### src/rtl/alu_exec_stage.sv
// Execute/writeback stage: reads two operands from an external register file, runs a single-cycle
// ALU op or a shift-add multiply, and writes the result back with zero/carry flags.
module alu_exec_stage #(
  parameter int unsigned DATA_W = 16,
  parameter int unsigned ADDR_W = 4
) (
  input  logic              clk_i,
  input  logic              rst_i,
  input  logic              in_valid_i,
  output logic              in_ready_o,
  input  logic [2:0]        in_op_i,
  input  logic [ADDR_W-1:0] in_rd_i,
  input  logic [ADDR_W-1:0] in_rs1_i,
  input  logic [ADDR_W-1:0] in_rs2_i,
  output logic [ADDR_W-1:0] raddr1_o,
  output logic [ADDR_W-1:0] raddr2_o,
  input  logic [DATA_W-1:0] rdata1_i,
  input  logic [DATA_W-1:0] rdata2_i,
  output logic              we_o,
  output logic [ADDR_W-1:0] waddr_o,
  output logic [DATA_W-1:0] wdata_o,
  output logic              done_o,
  output logic              flag_z_o,
  output logic              flag_c_o
);

  localparam int unsigned ShW  = $clog2(DATA_W);
  localparam int unsigned CntW = ShW;

  localparam logic [2:0] OpAdd = 3'b000;
  localparam logic [2:0] OpSub = 3'b001;
  localparam logic [2:0] OpAnd = 3'b010;
  localparam logic [2:0] OpOr  = 3'b011;
  localparam logic [2:0] OpXor = 3'b100;
  localparam logic [2:0] OpShl = 3'b101;
  localparam logic [2:0] OpShr = 3'b110;
  localparam logic [2:0] OpMul = 3'b111;

  typedef enum logic [2:0] {StIdle, StRead, StExec, StMul, StWb} state_e;

  state_e            state_q, state_d;
  logic [2:0]        op_q, op_d;
  logic [ADDR_W-1:0] rd_q, rd_d;
  logic [ADDR_W-1:0] raddr1_q, raddr1_d;
  logic [ADDR_W-1:0] raddr2_q, raddr2_d;
  logic [DATA_W-1:0] a_q, a_d;
  logic [DATA_W-1:0] b_q, b_d;
  logic [DATA_W-1:0] res_q, res_d;
  logic              carry_q, carry_d;
  logic [CntW-1:0]   cnt_q, cnt_d;
  logic              flag_z_q, flag_z_d;
  logic              flag_c_q, flag_c_d;
  logic              wb_act;

  always_ff @(posedge clk_i) begin
    if (rst_i) begin
      state_q  <= StIdle;
      op_q     <= '0;
      rd_q     <= '0;
      raddr1_q <= '0;
      raddr2_q <= '0;
      a_q      <= '0;
      b_q      <= '0;
      res_q    <= '0;
      carry_q  <= 1'b0;
      cnt_q    <= '0;
      flag_z_q <= 1'b0;
      flag_c_q <= 1'b0;
    end else begin
      state_q  <= state_d;
      op_q     <= op_d;
      rd_q     <= rd_d;
      raddr1_q <= raddr1_d;
      raddr2_q <= raddr2_d;
      a_q      <= a_d;
      b_q      <= b_d;
      res_q    <= res_d;
      carry_q  <= carry_d;
      cnt_q    <= cnt_d;
      flag_z_q <= flag_z_d;
      flag_c_q <= flag_c_d;
    end
  end

  always_comb begin
    state_d  = state_q;
    op_d     = op_q;
    rd_d     = rd_q;
    raddr1_d = raddr1_q;
    raddr2_d = raddr2_q;
    a_d      = a_q;
    b_d      = b_q;
    res_d    = res_q;
    carry_d  = carry_q;
    cnt_d    = cnt_q;
    flag_z_d = flag_z_q;
    flag_c_d = flag_c_q;
    case (state_q)
      StIdle: begin
        // Read addresses are loaded on accept so they present during READ and hold afterwards.
        if (in_valid_i) begin
          op_d     = in_op_i;
          rd_d     = in_rd_i;
          raddr1_d = in_rs1_i;
          raddr2_d = in_rs2_i;
          state_d  = StRead;
        end
      end
      StRead: begin
        a_d     = rdata1_i;
        b_d     = rdata2_i;
        res_d   = '0;
        carry_d = 1'b0;
        cnt_d   = '0;
        state_d = (op_q == OpMul) ? StMul : StExec;
      end
      StExec: begin
        carry_d = 1'b0;
        case (op_q)
          OpAdd:   {carry_d, res_d} = {1'b0, a_q} + {1'b0, b_q};
          OpSub: begin
            res_d   = a_q - b_q;
            carry_d = (a_q < b_q);
          end
          OpAnd:   res_d = a_q & b_q;
          OpOr:    res_d = a_q | b_q;
          OpXor:   res_d = a_q ^ b_q;
          OpShl:   res_d = a_q << b_q[ShW-1:0];
          OpShr:   res_d = a_q >> b_q[ShW-1:0];
          default: res_d = '0;
        endcase
        state_d = StWb;
      end
      StMul: begin
        // One multiplier bit per cycle; a_q walks left, b_q walks right.
        if (b_q[0]) res_d = res_q + a_q;
        a_d   = a_q << 1;
        b_d   = b_q >> 1;
        cnt_d = cnt_q + 1'b1;
        if (cnt_q == CntW'(DATA_W - 1)) state_d = StWb;
      end
      StWb: begin
        flag_z_d = (res_q == '0);
        flag_c_d = carry_q;
        state_d  = StIdle;
      end
      default: state_d = StIdle;
    endcase
  end

  // Reset in the WB cycle must keep the external register file from committing.
  assign wb_act     = (state_q == StWb) && !rst_i;
  assign in_ready_o = (state_q == StIdle);
  assign we_o       = wb_act;
  assign done_o     = wb_act;
  assign waddr_o    = wb_act ? rd_q : '0;
  assign wdata_o    = wb_act ? res_q : '0;
  assign raddr1_o   = raddr1_q;
  assign raddr2_o   = raddr2_q;
  assign flag_z_o   = flag_z_q;
  assign flag_c_o   = flag_c_q;

endmodule

### config.mk
export PLATFORM = sky130hd
export DESIGN_NAME = alu_exec_stage
export DESIGN_NICKNAME = d
export VERILOG_FILES = /design/src/rtl/alu_exec_stage.sv
export SDC_FILE = /design/constraint.sdc
export NUM_CORES = 1
export LEC_CHECK = 0
export CAP_MARGIN = 20
export CORE_MARGIN = 3
export CORE_UTILIZATION = 30
export CTS_BUF_LIST = sky130_fd_sc_hd__clkbuf_16
export DETAILED_ROUTE_END_ITERATION = 6
export HOLD_SLACK_MARGIN = 0.06
export SETUP_SLACK_MARGIN = 0.02
export SYNTH_ARGS = -nofsm -noshare
export SYNTH_HDL_FRONTEND = slang
export SYNTH_SLANG_ARGS = --single-unit
### constraint.sdc
create_clock -name clk_i -period 5.28 [get_ports clk_i]
set_clock_uncertainty 0.05 [all_clocks]
set_input_delay 0.792 -clock clk_i [delete_from_list [all_inputs] [get_ports clk_i]]
set_output_delay 0.792 -clock clk_i [all_outputs]
set_load 0.03 [all_outputs]
==> metrics.csv <==
stage,metric,value,unit
outcome,status,"complete, no violations",
drt,routed.top_layer,met4,
min_path,min_path_type,reg -> reg,
layout,drive_above_1_share,9.06,%
timing,fmax,277,MHz
drt,viasPerCell,5.87,
place,detailed_place_hpwl,21400,microns
worst_setup_path,cp_num_buf_inv,2,
worst_setup_path,slowest_delay,0.68,ns
place,dpl_worst_slack,1.77,ns
clock_tree,clk_path_buf_depth,2,
layout,fill_cells,2636,
timing,slew_headroom,36.0,%
synthesis,ys_types,81,
power,comb_power_share,53.2,%
place,place.gp.congestion,1.03,
timing,drv_slew,0,
power,pwr_density_cell,335,nW/um^2
timing,timing.hold.ws,0.404,ns
synthesis,synth_edf_count,0,
synthesis,yosys.area.top_type,dfxtp_1,
drt,vias,8095,
worst_setup_path,worstSetupPathType,reg -> out,
synthesis,synth_nets,1127,
global_routing,grt_usage,19.6,%
power,p_seq_share,25.6,%
clock_tree,clkTransAtPathRegs,0.06,ns
worst_setup_path,critPathTopFamily,simple AND/OR/NAND/NOR gates,
clock_tree,cts_tree,built,
floorplan,start_util,30.8,%
power,leakagePower,3.44,nW
layout,syn_to_final_growth,17.3,%
clock_tree,postCtsSetupRepairBufs,0,
power,p_sw,1.42,mW
timing,hold_viol,0,
drt,dr.pass1.iters,6,
drt,routedWlPerCell,20.7,microns
job,maxCapViolCount,0,
timing,grt_setup_unrepaired,no,
clock_tree,cts_root_buf,clkbuf_16,
global_routing,grt_pass1_wl,44000,microns
synthesis,synthTopCellsByArea,"dfxtp_1, ha_1, mux2i_1, nor2_1, a211oi_1",
timing,finalWorstSetupSlack,1.67,ns
global_routing,overflow,0,
timing,min_period,3.61,ns
timing,min_period_over_period,68.3,%
worst_setup_path,end_kind,output pin,
global_routing,grt_pass1_vias,7597,
clock_tree,ctsHoldBuffers,0,
place,numPortBuffers,82,
drt,routed_wirelength,28500,microns
clock_tree,htree_num_levels,3,
worst_setup_path,startpoint_type,flip-flop,
floorplan,rows,58,
drt,drtIter0Drc,921,
clock_tree,cts_buffers,9,
drt,drc,0,
timing,worst_pin_slew,0.959,ns
clock_tree,postCtsResizedCells,0,
worst_setup_path,cp_max_fo,13,
worst_setup_path,arrival,2.76,ns
drt,met2_length,12400,microns
clock_tree,clock_latency,0.36,ns
floorplan,fp.dieH,168,microns
synthesis,ys_seq_elements,73,
synthesis,synth.top_cell.area_share,18.6,%
floorplan,die_area,28200,sq um
drt,wl_met1,13000,microns
synthesis,async_flop_share,0,%
power,power.share.clock,21.2,%
synthesis,syn-cell-area,7860,sq um
synthesis,avgSynthCellArea,7.78,sq um
worst_setup_path,cpMostUsedCell,nor2_1,
worst_setup_path,crit_chain,"nor2_1, nand2_1, nor2_1, buf_6, and2_1, clkdlybuf4s50_1",
synthesis,yosysWarnings,0,
synthesis,synthCells,1009,
floorplan,io_pins,83,
floorplan,die_w,168,microns
synthesis,ys_seq_area_share,18.6,%
drt,dr_wl_met3,2620,microns
layout,diodes,0,
global_routing,antenna_found_initial,0,
drt,detail-route-antenna-nets,0,
timing,setup_violations,0,
floorplan,core_area,25500,sq um
clock_tree,cts_sinks,73,
timing,setup_tns,0,ns
power,swShare,45.9,%
synthesis,ys.flop_type,dfxtp_1,
power,p_int,1.67,mW
worst_setup_path,crit_required,4.44,ns
worst_setup_path,critPathSlowestCell,clkdlybuf4s50_1,
power,max-vdd-ir-drop,0.000166,V
layout,nNetsFinal,1161,
global_routing,grt_max_degree,78,
stage by stage:
stage	util [%]	cells	instance area, sq um	power (mW)
3_5_place_dp	34.9	1360	8880	2.40
4_1_cts	36.1	1376	9190	3.07
6_report	36.2	1378	9210	3.09
5_1_grt	36.2	1378	9210	3.28
2_1_floorplan	-	1009	7860	1.95
3_3_place_gp	34.9	1360	8880	2.39
area by class of cell:
| cell class | count | area (sq um) | share of cell area [%] |
|---|---|---|---|
| clock inverter | 7 | 83.8 | 0.910 |
| multi-input combinational | 801 | 5830 | 63.3 |
| clock buffer | 9 | 225 | 2.45 |
| sequential | 73 | 1470 | 15.9 |
| timing repair buffer | 106 | 1000 | 10.9 |
| tap | 330 | 413 | 4.48 |
| inverter | 52 | 195 | 2.12 |
final timing paths:
kind | to | start | cells past startpoint | slack [ns]
max | waddr_o[2] | state_q[0] | 6 | 1.67
min | flag_c_o | flag_c_o | 2 | 0.40
max reg2reg | res_q[14] | b_q[2] | 10 | 1.88
min reg2reg | flag_c_o | flag_c_o | 2 | 0.40
state kept, by name, summed over array words and instances (netlist names):
register	flops
cnt_q	4
raddr1_o	4
rd_q	4
flag_z_o	1
flag_c_o	1
res_q	16
a_q	16
carry_q	1
state_q	3
raddr2_o	4
b_q	16
op_q	3
worst reg2reg max path, stage by stage, from the launching register on:
cell,delay [ns]
dfxtp_1,0.31
buf_4,0.32
inv_2,0.27
ha_1,0.50
o21bai_1,0.16
a2111oi_2,0.62
a221o_1,0.30
nand3_1,0.10
and4_4,0.18
a211o_1,0.28
a311oi_2,0.23
cells in the final DEF (no fill, tap or decap), types with 5 or more instances in the layout:
master and n:
dfxtp_1 70, ha_1 65, nor3_1 26, o21ai_0 28
buf_4 23, mux2i_1 59, or3_1 7, or2_2 7
mux2_2 11, nor2_1 108, inv_1 50, a211oi_1 53
xor2_1 5, o31ai_1 8, o21bai_1 6, o221ai_1 8
o211ai_1 10, a21oi_1 71, nand3_1 16, clkbuf_16 9
a22oi_1 18, nor2b_1 11, o22ai_1 9, and3_1 6
clkdlybuf4s50_1 81, nand2_1 80, xnor2_1 11, nor4_1 10
and2_1 25, a31oi_1 9, a21o_1 9, mux4_2 17
nand2b_1 11
power by group through the flow:
stage | sequential [mW] | clock (mW) | combinational, mW
after floorplan | 0.728 | 0 | 1.22
after global placement | 0.796 | 0 | 1.60
after detailed placement | 0.795 | 0 | 1.60
after CTS | 0.782 | 0.673 | 1.61
after global routing | 0.799 | 0.691 | 1.79
final | 0.790 | 0.656 | 1.64
Yosys cell counts (18+ instances only):
cell      number
nand2_1       80
nor2_1       108
nor3_1        27
inv_1         50
o21ai_0       28
a21oi_1       71
a211oi_1      53
and2_1        25
clkbuf_1      53
ha_1          65
mux2i_1       59
dfxtp_1       73
a22oi_1       18
cells by family (layout without fill, tap and decap cells):
group	count (synthesis)	after routing	share of synthesized area [%]
adders and majority gates	68	68	11.1
muxes	88	88	14.2
buffers and inverters	135	174	7.36
and+or+nand+nor	338	338	21.0
DFF	73	73	18.6
AOI/OAI and AO/OA	291	291	25.9
xor gates and xnor gates	16	16	1.78
layer usage:
layer  GRT usage, %  vias up
met2           29.5      371
met4           5.05        0
met1           28.7     3903
li1               -     3784
met5              0        -
met3           4.02       37
(Power assumes the default switching activity.)
